[config.mk]
export PLATFORM = sky130hd
export DESIGN_NAME = muldiv_seq_flat
export DESIGN_NICKNAME = d
export VERILOG_FILES = /design/src/rtl/muldiv_seq_if.sv /design/src/rtl/muldiv_seq.sv /design/src/flat_wrapper.sv
export SDC_FILE = /design/constraint.sdc
export NUM_CORES = 2
export LEC_CHECK = 0
export CELL_PAD_IN_SITES_DETAIL_PLACEMENT = 0
export CELL_PAD_IN_SITES_GLOBAL_PLACEMENT = 1
export CORE_AREA = 10 10 301 303
export DETAILED_ROUTE_END_ITERATION = 6
export DIE_AREA = 0 0 311 313
export PLACE_DENSITY_LB_ADDON = 0.1
export SKIP_CTS_REPAIR_TIMING = 1
export SLEW_MARGIN = 25
export SYNTH_ARGS = -nofsm -noshare
export SYNTH_HDL_FRONTEND = slang
export SYNTH_SLANG_ARGS = --single-unit
[constraint.sdc]
create_clock -name clk -period 21.8 [get_ports clk]
set_input_delay 4.36 -clock clk [delete_from_list [all_inputs] [get_ports clk]]
set_output_delay 4.36 -clock clk [all_outputs]
set_load 0.02 [all_outputs]
[src/rtl/muldiv_seq_if.sv]
// Execute-stage port bundle for muldiv_seq: instruction/operands in, busy/done/result out.
interface muldiv_seq_if #(
  parameter int XLEN = 64
);
  logic            valid;
  logic [2:0]      func;
  logic            word;
  logic [XLEN-1:0] a;
  logic [XLEN-1:0] b;
  logic            stall;
  logic            flush;
  logic            busy;
  logic            done;
  logic [XLEN-1:0] result;

  modport master (output valid, func, word, a, b, stall, flush, input busy, done, result);
  modport slave  (input valid, func, word, a, b, stall, flush, output busy, done, result);
endinterface

[src/rtl/muldiv_seq.sv]
// Sequential RV64 M-unit: radix-2 shift-add multiply, restoring divide; done N+1 cycles after accept
// (N=XLEN, or 32 for W-forms), div-by-zero/overflow finish in 1; stall holds DONE, flush aborts.
module muldiv_seq #(
  parameter int XLEN = 64
) (
  input logic         clk,
  input logic         reset,
  muldiv_seq_if.slave bus
);
  localparam int CW = $clog2(XLEN) + 1;
  typedef enum logic [1:0] {IDLE, MUL, DIV, DONE} state_t;

  state_t          state;
  logic [CW-1:0]   cnt;
  logic            word_q, neg_q, neg_r, is_rem, done_q;
  logic [XLEN-1:0] mcand, mplier, acc, dvsr, quo, result_q;
  logic [XLEN:0]   rem;

  logic            is_div, sgn, accept, a_neg, b_neg, b_zero, ovf;
  logic [XLEN-1:0] a_op, b_op, a_mag, b_mag, a_fix, special;
  logic [XLEN-1:0] acc_nxt, quo_nxt, q_fin, r_fin;
  logic [XLEN:0]   shl, diff, rem_nxt;

  function automatic logic [XLEN-1:0] fix(input logic w, input logic [XLEN-1:0] x);
    return w ? {{(XLEN-32){x[31]}}, x[31:0]} : x;
  endfunction

  always_comb begin
    is_div = bus.func inside {3'd1, 3'd2, 3'd3, 3'd4};
    sgn    = (bus.func == 3'd1) || (bus.func == 3'd3);
    accept = (state == IDLE) && bus.valid && (bus.func <= 3'd4) && !bus.flush;
    a_op   = bus.a;
    b_op   = bus.b;
    if (bus.word) begin
      a_op = {{(XLEN-32){sgn & bus.a[31]}}, bus.a[31:0]};
      b_op = {{(XLEN-32){sgn & bus.b[31]}}, bus.b[31:0]};
    end
    a_neg  = sgn && a_op[XLEN-1];
    b_neg  = sgn && b_op[XLEN-1];
    a_mag  = a_neg ? -a_op : a_op;
    b_mag  = b_neg ? -b_op : b_op;
    b_zero = is_div && (b_op == '0);
    if (bus.word)
      ovf = sgn && (bus.a[31:0] == 32'h8000_0000) && (bus.b[31:0] == 32'hFFFF_FFFF);
    else
      ovf = sgn && (bus.a == {1'b1, {(XLEN-1){1'b0}}}) && (bus.b == '1);
    a_fix = fix(bus.word, bus.a);
    // Early-out results: REM/REMU on func 3/4, quotient forms otherwise.
    if (bus.func >= 3'd3)
      special = ovf ? '0 : a_fix;
    else
      special = ovf ? a_fix : '1;

    acc_nxt = acc + (mplier[0] ? mcand : '0);
    // Partial remainder never exceeds the divisor, so XLEN+1 bits catch the borrow.
    shl     = {rem[XLEN-1:0], quo[XLEN-1]};
    diff    = shl - {1'b0, dvsr};
    rem_nxt = diff[XLEN] ? shl : diff;
    quo_nxt = {quo[XLEN-2:0], ~diff[XLEN]};
    q_fin   = neg_q ? -quo_nxt : quo_nxt;
    r_fin   = neg_r ? -rem_nxt[XLEN-1:0] : rem_nxt[XLEN-1:0];
  end

  assign bus.busy   = !reset && (accept || (!bus.flush && (state == MUL || state == DIV)));
  assign bus.done   = done_q;
  assign bus.result = result_q;

  always_ff @(posedge clk or posedge reset) begin
    if (reset) begin
      state    <= IDLE;
      cnt      <= '0;
      done_q   <= 1'b0;
      result_q <= '0;
      word_q   <= 1'b0;
      neg_q    <= 1'b0;
      neg_r    <= 1'b0;
      is_rem   <= 1'b0;
      mcand    <= '0;
      mplier   <= '0;
      acc      <= '0;
      dvsr     <= '0;
      quo      <= '0;
      rem      <= '0;
    end else if (bus.flush) begin
      state  <= IDLE;
      cnt    <= '0;
      done_q <= 1'b0;
    end else begin
      case (state)
        IDLE: if (accept) begin
          word_q <= bus.word;
          neg_q  <= a_neg ^ b_neg;
          neg_r  <= a_neg;
          is_rem <= bus.func >= 3'd3;
          cnt    <= bus.word ? CW'(32) : CW'(XLEN);
          mcand  <= a_op;
          mplier <= b_op;
          acc    <= '0;
          dvsr   <= b_mag;
          rem    <= '0;
          // W-form dividend sits at the top so every step consumes quo[XLEN-1].
          quo    <= bus.word ? (a_mag << (XLEN-32)) : a_mag;
          if (!is_div) begin
            state <= MUL;
          end else if (b_zero || ovf) begin
            state    <= DONE;
            cnt      <= '0;
            done_q   <= 1'b1;
            result_q <= special;
          end else begin
            state <= DIV;
          end
        end
        MUL: begin
          acc    <= acc_nxt;
          mcand  <= mcand << 1;
          mplier <= mplier >> 1;
          cnt    <= cnt - 1'b1;
          if (cnt == CW'(1)) begin
            state    <= DONE;
            done_q   <= 1'b1;
            result_q <= fix(word_q, acc_nxt);
          end
        end
        DIV: begin
          rem <= rem_nxt;
          quo <= quo_nxt;
          cnt <= cnt - 1'b1;
          if (cnt == CW'(1)) begin
            state    <= DONE;
            done_q   <= 1'b1;
            result_q <= fix(word_q, is_rem ? r_fin : q_fin);
          end
        end
        DONE: if (!bus.stall) begin
          state  <= IDLE;
          done_q <= 1'b0;
        end
        default: state <= IDLE;
      endcase
    end
  end
endmodule

[src/flat_wrapper.sv]
// flat-port wrapper written by rule: the top's interface ports become plain ports
module muldiv_seq_flat 
#(
  parameter int XLEN = 64
)
  (clk, reset, bus_valid, bus_func, bus_word, bus_a, bus_b, bus_stall, bus_flush, bus_busy, bus_done, bus_result);
  muldiv_seq_if #(.XLEN(XLEN)) bus_i ();
  input logic clk;
  input logic reset;
  input wire logic [$bits(bus_i.valid)-1:0] bus_valid;
  input wire logic [$bits(bus_i.func)-1:0] bus_func;
  input wire logic [$bits(bus_i.word)-1:0] bus_word;
  input wire logic [$bits(bus_i.a)-1:0] bus_a;
  input wire logic [$bits(bus_i.b)-1:0] bus_b;
  input wire logic [$bits(bus_i.stall)-1:0] bus_stall;
  input wire logic [$bits(bus_i.flush)-1:0] bus_flush;
  output wire logic [$bits(bus_i.busy)-1:0] bus_busy;
  output wire logic [$bits(bus_i.done)-1:0] bus_done;
  output wire logic [$bits(bus_i.result)-1:0] bus_result;
  assign bus_i.valid = bus_valid;
  assign bus_i.func = bus_func;
  assign bus_i.word = bus_word;
  assign bus_i.a = bus_a;
  assign bus_i.b = bus_b;
  assign bus_i.stall = bus_stall;
  assign bus_i.flush = bus_flush;
  assign bus_busy = bus_i.busy;
  assign bus_done = bus_i.done;
  assign bus_result = bus_i.result;
  muldiv_seq #(.XLEN(XLEN)) u_core (.clk(clk), .reset(reset), .bus(bus_i));
endmodule
==> impl_metrics.json <==
{
  "clkSlewWorstSetupHoldPaths_ns": 0.06,
  "gp_congestion": 0.9634,
  "post-route-min-period_ns": 10.94,
  "dr.pass1.iters": 7,
  "seq_area_mm2": 0.01156,
  "coreArea_mm2": 0.08461,
  "drive_gt1_frac": 0.05591,
  "path_max_fanout": 36,
  "numCtsBuffers": 58,
  "status": "complete, but fails checks",
  "yosysWarnings": 0,
  "leakagePower_nw": 18.12,
  "synth_top_cells_by_count": "613 x nand2_1, 586 x o21ai_0, 462 x dfrtp_1",
  "hold_path_class": "reg -> reg",
  "synth_edf_count": 0,
  "die_h_um": 313,
  "ir_drop_uv": 109.8,
  "cts_root_buf": "clkbuf_16",
  "routed_wl_um": 154700,
  "start_util": 0.4554,
  "synthCells": 5007,
  "pwr-share-clk": 0.213,
  "area_growth_pct": 12.15,
  "worst_pin_slew_ns": 1.108,
  "setup_viol": 0,
  "yosysMostFrequentCell": "nand2_1",
  "setup_ws_ns": 10.86,
  "clock_path_buffers": 3,
  "final_hold_viol_count": 0,
  "critPathRequiredTime_ns": 17.44,
  "ys_seq_area_frac": 0.3000,
  "synth_fp_nets": 5285,
  "multi_input_area_mm2": 0.02516,
  "critPathLaunchType": "input pin",
  "wl_met3_um": 12010,
  "finalCritPeriodShare": 0.5018,
  "cts_sinks": 462,
  "drv_cap": 0,
  "fmax_ghz": 0.09142,
  "nNetsFinal": 5291,
  "antenna_found_initial": 5,
  "p_int_w": 0.002602,
  "dieWidth_um": 311,
  "yosys.area.top_type": "dfrtp_1",
  "reg2reg_slack_ns": 13.16,
  "overflow": 0,
  "syn_area_mm2": 0.03853,
  "wl_met2_um": 69520,
  "pre_cts_slack_ns": 10.87,
  "htreeDepth": 2,
  "num_vias": 38680,
  "synth_top_area_frac": 0.3000,
  "grt_pass1_vias": 36630,
  "die-area_mm2": 0.09734,
  "wl_per_cell_um": 24.91,
  "rsz0062_at_grt": "no",
  "async_flop_share": 1.000,
  "via_per_inst": 6.230,
  "ys_types": 122,
  "grt_use_total": 0.3049,
  "violations": "design-rule violations",
  "worst_ep_arrival_time_ns": 6.58,
  "insertion_delay_ns": 0.69,
  "combPwrFrac": 0.493,
  "dpl.hpwl_um": 115800,
  "ios": 203,
  "tritoncts": "done",
  "avgSynthCellArea_um2": 7.695,
  "powerDensity_mw_per_mm2": 113.4,
  "grt_max_degree": 135,
  "rows": 107,
  "grt_pass1_wl_um": 234200,
  "drc_errors": 4,
  "finalClockSkew_ns": 0.04977,
  "drt-met1-wl_um": 68560,
  "ant_nets": 0,
  "ys_ff_latch": 462,
  "synthFlopType": "dfrtp_1",
  "maxSlewHeadroom": 0.2601,
  "setup-tns-final_ns": 0,
  "drt_iter0_drc": 4134,
  "finalMaxSlewViolations": 0,
  "p_seq_frac": 0.295,
  "fill_cells": 8449,
  "top_layer_used": "met5",
  "end_kind": "output pin",
  "critPathKind": "in -> out",
  "power_switching_w": 0.002299,
  "port_buffers": 202,
  "p_sw_frac": 0.4691,
  "synthTopCellsByArea": "dfrtp_1 30%, o21ai_0 7.6%, nand2_1 6.0%"
}
-- kinds of logic after synthesis --
| logic type | count (synthesis) | synth area share |
|---|---|---|
| flip-flops | 462 | 0.3000 |
| adder cells (fa/ha/maj) | 141 | 0.04618 |
| buffers and inverters | 461 | 0.04959 |
| AND/OR/NAND/NOR | 1790 | 0.2218 |
| AO/OA/AOI/OAI | 1669 | 0.2669 |
| multiplexers | 157 | 0.04121 |
| XOR/XNOR | 327 | 0.07433 |
-- power groups by stage --
stage               Sequential, W  Combinational [W]  Clock [W]
floorplan                 0.00140            0.00158          0
global placement          0.00145            0.00236          0
detailed placement        0.00145            0.00237          0
CTS                       0.00144            0.00238    0.00105
global route              0.00148            0.00263    0.00109
finish                    0.00144            0.00241    0.00104
-- critical path, cell delays in order --
cell and delay, ns:
clkdlybuf4s50_1 0.66, or3_4 0.73, a21oi_1 0.20, clkdlybuf4s50_1 0.63
-- layer usage --
layer | up-vias | track usage
met5 | - | 0
met4 | 8 | 0.08679
met3 | 249 | 0.05666
met2 | 1473 | 0.4837
met1 | 18820 | 0.4201
li1 | 18130 | -
-- layout by cell type, fill, tap and decap left out, drive strengths merged, types with 14 or more instances in the layout --
cell	synthesis	final
o311ai	26	26
clkbuf	251	83
nor2b	37	37
xnor2	173	173
o21a	46	46
or4	36	36
a22oi	38	38
xor2	154	154
nand3	180	180
buf	69	65
a21o	85	85
a21oi	459	459
a31oi	49	49
nand2	619	619
mux2i	147	147
clkdlybuf4s50	0	201
o41ai	22	22
nor4	53	53
or2	20	20
a211oi	23	23
o31ai	67	67
o211ai	43	43
nor3	91	91
o21bai	29	29
ha	139	139
a311oi	15	15
nand2b	36	36
a221oi	14	14
o21ai	607	607
nand4	71	71
and2	87	87
nor2	428	428
or3	62	62
and3	29	29
inv	141	143
dfrtp	462	462
-- state kept, by name (all words and copies together) (netlist names) --
| register | count |
|---|---|
| u_core.acc | 64 |
| u_core.neg_q | 1 |
| u_core.is_rem | 1 |
| u_core.bus.done | 1 |
| u_core.state | 2 |
| u_core.mplier | 64 |
| u_core.rem | 64 |
| u_core.cnt | 7 |
| u_core.quo | 64 |
| u_core.word_q | 1 |
| u_core.bus.result | 64 |
| u_core.mcand | 64 |
| u_core.dvsr | 64 |
| u_core.neg_r | 1 |
-- path summary, 6_finish.rpt --
| check | start | endpoint | cells past startpoint |
|---|---|---|---|
| min in group asynchronous | reset | u_core.cnt[0] | 2 |
| worst max-delay path | bus_flush | bus_busy | 4 |
| max in group asynchronous | reset | u_core.acc[19] | 4 |
| worst max register to register | u_core.rem[30] | u_core.bus.result[56] | 24 |
| worst min-delay path | u_core.bus.result[29] | u_core.bus.result[29] | 2 |
| worst min register to register | u_core.bus.result[29] | u_core.bus.result[29] | 2 |
-- through the flow --
| stage | instance area, um2 | util | hold WS [ns] | power (W) | instances |
|---|---|---|---|---|---|
| floorplan | 38530 | - | 0.4453 | 0.002978 | 5007 |
| global placement | 41200 | 0.4870 | 0.4601 | 0.003801 | 6097 |
| detailed placement | 41200 | 0.4870 | 0.4613 | 0.003818 | 6097 |
| CTS | 43210 | 0.5106 | 0.4755 | 0.004873 | 6206 |
| global route | 43210 | 0.5106 | 0.4934 | 0.005206 | 6206 |
| finish | 43210 | 0.5107 | 0.4702 | 0.004901 | 6208 |
-- cell type report --
class,count,area share
diodes,2,0.0001158
clock buffers,83,0.03834
clock inverters,26,0.008021
inverters,141,0.01242
multi-input cells,4084,0.5822
flip-flops and latches,462,0.2676
well taps,1144,0.03312
repair buffers,266,0.05814
Note: power is estimated with default switching activity, not from simulation.
